`config.mk`:
```
export PLATFORM = sky130hd
export DESIGN_NAME = regfile_wb_arbiter
export DESIGN_NICKNAME = d
export VERILOG_FILES = /design/src/rtl/riscv_wb_pkg.sv /design/src/rtl/wb_scoreboard.sv /design/src/rtl/regfile_wb_arbiter.sv
export SDC_FILE = /design/constraint.sdc
export NUM_CORES = 1
export LEC_CHECK = 0
export CORE_UTILIZATION = 39
export CTS_CLUSTER_SIZE = 20
export DETAILED_ROUTE_END_ITERATION = 10
export GPL_TIMING_DRIVEN = 0
export PLACE_DENSITY = 0.86
export SYNTH_ARGS = -nofsm -noshare
export SYNTH_HDL_FRONTEND = slang
export SYNTH_SLANG_ARGS = --single-unit
export TNS_END_PERCENT = 5
```
`constraint.sdc`:
```
create_clock -name clk -period 2.2 [get_ports clk]
set_input_delay 0.22 -clock clk [delete_from_list [all_inputs] [get_ports clk]]
set_output_delay 0.22 -clock clk [all_outputs]
set_load 0.1 [all_outputs]
```
`src/rtl/riscv_wb_pkg.sv`:
```
`default_nettype none
// ============================================================================
// Module      : riscv_wb_pkg
// Description : Shared widths and the writeback request record used by the
//               register-file writeback arbiter and its scoreboard.
// Revision    : 1.0 - initial release
// ============================================================================
package riscv_wb_pkg;

    localparam int XLEN       = 32;
    localparam int NREG       = 32;
    localparam int REG_ADDR_W = $clog2(NREG);

    // One writeback: destination register plus the value to store there.
    typedef struct packed {
        logic [REG_ADDR_W-1:0] rd;
        logic [XLEN-1:0]       data;
    } wb_req_t;

endpackage
`default_nettype wire

```
`src/rtl/wb_scoreboard.sv`:
```
`default_nettype none
// ============================================================================
// Module      : wb_scoreboard
// Description : Per-register busy bits for loads still in flight.
//               Ports:
//                 clk, reset            clock / synchronous active-high reset
//                 set_valid, set_rd     load issued: mark set_rd busy
//                 clr_valid, clr_rd     load data written back: clear clr_rd
//                 rs_a/rs_b/rs_c        registers to look up
//                 hit_a/hit_b/hit_c     busy bit of each looked-up register
//                 busy                  full busy vector
// Revision    : 1.0 - initial release
// ============================================================================
module wb_scoreboard #(
    parameter int NREG   = 32,
    parameter int ADDR_W = $clog2(NREG)
) (
    input  logic              clk,
    input  logic              reset,
    input  logic              set_valid,
    input  logic [ADDR_W-1:0] set_rd,
    input  logic              clr_valid,
    input  logic [ADDR_W-1:0] clr_rd,
    input  logic [ADDR_W-1:0] rs_a,
    input  logic [ADDR_W-1:0] rs_b,
    input  logic [ADDR_W-1:0] rs_c,
    output logic              hit_a,
    output logic              hit_b,
    output logic              hit_c,
    output logic [NREG-1:0]   busy
);

    logic [NREG-1:0] r_busy;
    logic [NREG-1:0] w_next;

    // Set is applied after clear so that a load issued in the same cycle the
    // previous load to that register retires leaves the register busy.
    // x0 is hard-wired and can never be waited on.
    for (genvar i = 0; i < NREG; i++) begin : g_bit
        if (i == 0) begin : g_zero
            assign w_next[i] = 1'b0;
        end else begin : g_live
            assign w_next[i] = (set_valid && (set_rd == ADDR_W'(i)))
                             | (r_busy[i] && !(clr_valid && (clr_rd == ADDR_W'(i))));
        end
    end

    always_ff @(posedge clk) begin
        if (reset) begin
            r_busy <= '0;
        end else begin
            r_busy <= w_next;
        end
    end

    assign hit_a = r_busy[rs_a];
    assign hit_b = r_busy[rs_b];
    assign hit_c = r_busy[rs_c];
    assign busy  = r_busy;

endmodule
`default_nettype wire

```
`src/rtl/regfile_wb_arbiter.sv`:
```
`default_nettype none
// ============================================================================
// Module      : regfile_wb_arbiter
// Description : Shares the register-file write port between the execute
//               writeback (ex) and the load-response writeback (mem), tracks
//               in-flight loads and stalls decode on RAW/WAW conflicts.
//               Ports:
//                 clk, reset                 clock / sync active-high reset
//                 ex_valid/ex_ready/ex_rd/ex_data       execute writeback
//                 mem_valid/mem_ready/mem_rd/mem_data   load writeback
//                 ld_issue_valid, ld_issue_rd           load issued to AXI
//                 rs1, rs2, dec_rd, hazard_stall        decode hazard check
//                 rf_w_en, rf_rd, rf_w_data             registered RF write
//                 sb_busy                               scoreboard state
// Revision    : 1.0 - initial release
// ============================================================================
module regfile_wb_arbiter
    import riscv_wb_pkg::*;
#(
    parameter int MAX_WAIT = 4
) (
    input  logic                  clk,
    input  logic                  reset,
    input  logic                  ex_valid,
    output logic                  ex_ready,
    input  logic [REG_ADDR_W-1:0] ex_rd,
    input  logic [XLEN-1:0]       ex_data,
    input  logic                  mem_valid,
    output logic                  mem_ready,
    input  logic [REG_ADDR_W-1:0] mem_rd,
    input  logic [XLEN-1:0]       mem_data,
    input  logic                  ld_issue_valid,
    input  logic [REG_ADDR_W-1:0] ld_issue_rd,
    input  logic [REG_ADDR_W-1:0] rs1,
    input  logic [REG_ADDR_W-1:0] rs2,
    input  logic [REG_ADDR_W-1:0] dec_rd,
    output logic                  hazard_stall,
    output logic                  rf_w_en,
    output logic [REG_ADDR_W-1:0] rf_rd,
    output logic [XLEN-1:0]       rf_w_data,
    output logic [NREG-1:0]       sb_busy
);

    localparam int         c_CNT_W    = 4;
    localparam logic [3:0] c_MAX_WAIT = c_CNT_W'(MAX_WAIT);

    logic [c_CNT_W-1:0] r_wait_cnt;
    logic               r_w_en;
    wb_req_t            r_out;

    logic               w_force_ex;
    logic               w_ex_waw;
    logic               w_ex_hs;
    logic               w_mem_hs;
    logic               w_any_hs;
    wb_req_t            w_sel;
    logic               w_hit_rs1;
    logic               w_hit_rs2;
    logic               w_hit_rd;

    // ------------------------------------------------------------------
    // Load scoreboard
    // ------------------------------------------------------------------
    wb_scoreboard #(
        .NREG   (NREG),
        .ADDR_W (REG_ADDR_W)
    ) u_scoreboard (
        .clk       (clk),
        .reset     (reset),
        .set_valid (ld_issue_valid),
        .set_rd    (ld_issue_rd),
        .clr_valid (w_mem_hs),
        .clr_rd    (mem_rd),
        .rs_a      (rs1),
        .rs_b      (rs2),
        .rs_c      (dec_rd),
        .hit_a     (w_hit_rs1),
        .hit_b     (w_hit_rs2),
        .hit_c     (w_hit_rd),
        .busy      (sb_busy)
    );

    assign hazard_stall = w_hit_rs1 | w_hit_rs2 | w_hit_rd;

    // ------------------------------------------------------------------
    // Arbitration: mem normally wins; ex is forced through once it has
    // lost MAX_WAIT times in a row. An ex write to a register with a load
    // still outstanding must wait for that load, otherwise the older load
    // data would overwrite the newer ex result.
    // ------------------------------------------------------------------
    assign w_force_ex = (r_wait_cnt == c_MAX_WAIT);
    assign w_ex_waw   = sb_busy[ex_rd] && (ex_rd != '0);

    assign ex_ready  = !reset && !w_ex_waw && (!mem_valid || w_force_ex);
    assign mem_ready = !reset && (!w_force_ex || !ex_valid || w_ex_waw);

    assign w_ex_hs  = ex_valid  && ex_ready;
    assign w_mem_hs = mem_valid && mem_ready;
    assign w_any_hs = w_ex_hs || w_mem_hs;

    // The ready equations never grant both, so ex_hs alone selects.
    assign w_sel = w_ex_hs ? wb_req_t'{rd: ex_rd,  data: ex_data}
                           : wb_req_t'{rd: mem_rd, data: mem_data};

    // ------------------------------------------------------------------
    // Starvation counter: counts consecutive cycles a pending ex request
    // lost to mem.
    // ------------------------------------------------------------------
    always_ff @(posedge clk) begin
        if (reset) begin
            r_wait_cnt <= '0;
        end else if (!ex_valid || w_ex_hs) begin
            r_wait_cnt <= '0;
        end else if (w_mem_hs && (r_wait_cnt != c_MAX_WAIT)) begin
            r_wait_cnt <= r_wait_cnt + 1'b1;
        end
    end

    // ------------------------------------------------------------------
    // Registered write port. Writes to x0 are accepted upstream but never
    // reach the register file; address/data hold when no write is issued.
    // ------------------------------------------------------------------
    always_ff @(posedge clk) begin
        if (reset) begin
            r_w_en <= 1'b0;
            r_out  <= '0;
        end else begin
            r_w_en <= w_any_hs && (w_sel.rd != '0);
            if (w_any_hs && (w_sel.rd != '0)) begin
                r_out <= w_sel;
            end
        end
    end

    assign rf_w_en   = r_w_en;
    assign rf_rd     = r_out.rd;
    assign rf_w_data = r_out.data;

endmodule
`default_nettype wire

```
==> impl_summary.md <==
Run status
The run finished, with violations left. The checks that failed: negative setup slack.

Setup path
STA classifies the critical path startpoint as a register. The slowest stage of the critical path belongs to the cell mux4_2. STA puts the critical path data required time at 2.44 ns. The data arrival time of the critical path is 2.69 ns. Traced cell by cell, the critical path runs through mux4_2 -> o2111ai_4 -> o2111ai_4 -> o32ai_4 -> buf_12 -> nor2_1 -> a221o_1. The worst register-to-register path has a setup slack of -0.24 ns. The path depth of the worst reg2reg path is 7. In this design, the stage delay of the slowest critical-path cell is 0.54 ns.

The worst setup path startpoint is u_scoreboard.busy[23]$_SDFF_PP0_. The maximum net fanout on the critical path is 8. The worst register-to-register path begins at u_scoreboard.busy[23]$_SDFF_PP0_. In this run the critical register-to-register path is captured at rf_rd[1]$_SDFFE_PP0P_.

Counting stages on the worst path, the most repeated cell is o2111ai_4. STA classifies the critical path endpoint as a register. The setup path with the least slack is of type register to register.

Logic synthesis
The number of synthesized flops with an enable pin is 0. The count of different cell masters after synthesis is 44. Yosys printed 0 warnings.

Counting every net in the synthesized netlist gives 519. The post-synthesis async set-or-reset flop share is 0%. The cell count after synthesis is 418. The top flip-flop cell by instance count after synthesis is dfxtp_1. The post-synthesis cell area is 0.00420 mm^2. The share of the Yosys chip area taken by registers is 34.8%.

The synthesized area per cell is 10.1 um^2. The post-synthesis sequential element count is 73.

Floorplan
After floorplanning, the core was divided into 37 placement rows. The area of the placeable core is 0.0104 mm^2. The number of placed I/O pins is 172. The horizontal die dimension is 106 um. Once the floorplan was initialized, standard cells occupied 40.5% of the core. The die boundary height is 106 um. The die area is 0.0112 mm^2.

Drt
The detailed-route vias per instance is 5.93. After detailed routing, the total wire length is 15,000 um. The first-pass iteration count of the detailed router is 6. In this run the remaining antenna-violating nets after routing total 0.

Summing over every cut layer, the via total after detailed routing is 4,401. After the first detailed-routing iteration, the DRC count stood at 356. Dividing the detail-routed wire length by the instance count gives 20.2 um. The number of remaining DRC errors is 0.

Timing
Setup violations remaining at the end of the flow were counted as 51. The count of final hold-check violations was 0. For the pin with the worst max-slew slack, the measured transition is 1.03 ns. The clock arrives with 0.0120 ns of skew. The number of max-slew violations in the final report is 0.

The achievable clock frequency is 410 MHz. The final sum of negative setup slack is -7.26 ns. Setup repair after global routing could not meet its margin everywhere. The slack of the critical path is -0.242 ns. Of the available clock period, the critical path in the final layout requires 111%. The clock period minus worst slack is 2.44 ns. Measured against its own limit, the worst slew margin works out to 30.9%.

Final layout
The post-layout net count is 703. Leaving out fill and tap cells, the most frequent cell in the layout is clkdlybuf4s50_1. The number of inserted diodes is 0. Fill cells in the final layout number 804. The area growth from synthesis to layout is 58.0%.

The finished layout cell area is 0.00664 mm^2. The fraction of final layout cells with drive strength greater than 1 is 21.9%. Leaving out fill and tap cells, the most frequent cells in the layout are clkdlybuf4s50_1, mux2i_1, dfxtp_1.

GRT
The remaining global-route overflow is 0. The pin count of the biggest net entering global routing is 14. The global-route wire length before repair is 23,000 um.

The number of antenna violations at the first check in global routing is 0. The number of global-route vias before repair is 4,540. Global routing used 26.7% of the available tracks across all layers.

Placed design
The final weighted congestion in routability-driven placement is 0.920. The wire-length estimate of the detail-placed layout is 11,200 um. The placed instances occupy a cell area of 0.00616 mm^2.

In this run the tool buffered the top-level ports with 162 buffer cells.

CTS
The tree is rooted in a clkbuf_8. TritonCTS built the clock tree. In this run, post-CTS hold repair placed 0 buffers. The maximum level of the CTS H-tree is 3.

Clock-pin slew was measured on the worst setup and hold paths at 0.08 ns. The maximum clock path buffer count is 2. The number of clock sinks is 73. The clock latency of the later-clocked register in the worst-skew pair is 0.35 ns. The CTS buffer count is 9.

Min path
The worst hold path was traced through 3 stages. The end of the worst hold path is rf_rd[0]$_SDFFE_PP0P_. The worst hold path belongs to the class input port to register. In this run the most critical hold path is launched from ex_rd[0].

Power and ir drop
Summed over all cells, the static leakage comes to 2.27 nW. The ratio of total power to cell area is 579 mW/mm^2. Across the VDD grid, the largest voltage drop is 0.000388 V.

Job
The reported max-cap violation count is 0.
[stage by stage]
step	hold WS, ns	power, mW	utilization (%)	std cells	worst slack (ns)
2_1_floorplan	0.382	2.27	-	418	-0.148
3_3_place_gp	0.475	2.67	59.4	716	-1.27
3_5_place_dp	0.483	2.69	59.4	716	-1.30
4_1_cts	0.413	3.84	63.4	741	-0.238
5_1_grt	0.435	3.97	64.0	742	-0.277
6_report	0.433	3.84	64.0	742	-0.242
[repair_timing]
action	4_1_cts	5_1_grt
setup buffers	10	1
resized for setup	53	19
hold endpoints to repair	0	0
setup endpoints to repair	72	66
pin swaps	6	5
gates cloned	0	0
[cells by family (layout without fill, tap and decap cells)]
group / after synthesis / after routing / share of synthesized area [%]
other cells: 1 / 1 / 0.0892
buf+inv: 41 / 229 / 4.53
simple gates: 66 / 66 / 8.01
mux: 81 / 81 / 28.3
fa+ha+maj: 2 / 2 / 0.595
compound gates: 151 / 151 / 23.1
xor+xnor: 3 / 3 / 0.625
flops: 73 / 73 / 34.8
[how the worst max path moves through the flow]
stage / endpoint / cells past startpoint
2_1_floorplan: rf_rd[4]$_SDFFE_PP0P_ / 7
3_3_place_gp: mem_ready / 8
3_5_place_dp: mem_ready / 8
4_1_cts: hazard_stall / 5
5_1_grt: rf_w_data[16]$_SDFFE_PP0P_ / 7
6_report: rf_rd[1]$_SDFFE_PP0P_ / 7
[metal layers]
layer | vias to the layer above | track usage, % | wire (um)
met2 | 286 | 46.8 | 7600
li1 | 1993 | - | -
met5 | - | 0 | 0
met1 | 2068 | 29.9 | 5320
met3 | 54 | 6.80 | 1500
met4 | 0 | 13.4 | 567
[critical path: cells and delay by family (launching register included)]
kind                   cells  cell delay, ns
buffers and inverters      1            0.17
multiplexers               1            0.54
AND/OR/NAND/NOR            1            0.06
AO/OA/AOI/OAI              4            1.18
flip-flops                 1            0.38
[where the power goes]
group / switching [mW] / internal, mW
registers: 0.0505 / 1.37
clock network: 0.503 / 0.612
logic: 0.859 / 0.446
total: 1.41 / 2.43
[sequential cells by signal (all words and copies together) (netlist names)]
register / flops
rf_w_data: 32
r_wait_cnt: 4
rf_w_en: 1
u_scoreboard.busy: 31
rf_rd: 5
[area by class of cell]
class,count,area (um^2),area share (%)
Sequential cell,73,1550,23.3
Tap cell,136,170,2.56
Timing Repair Buffer,173,1750,26.4
Inverter,8,30.0,0.452
Clock inverter,2,16.3,0.245
Buffer,33,234,3.52
Clock buffer,13,203,3.05
Multi-Input combinational cell,304,2690,40.5
[cell usage after synthesis, types with 10 or more instances]
library cell,instances,share of area (%)
nand3_1,10,1.2
o21ai_1,34,4.0
mux2i_1,48,11
dfxtp_1,73,35
o211ai_1,19,3.4
clkbuf_1,17,1.5
a21oi_1,37,4.4
mux4_2,30,16
nand2_1,18,1.6
o21ai_0,34,4.0
nor2_1,13,1.2
Note: power is estimated with default switching activity, not from simulation.
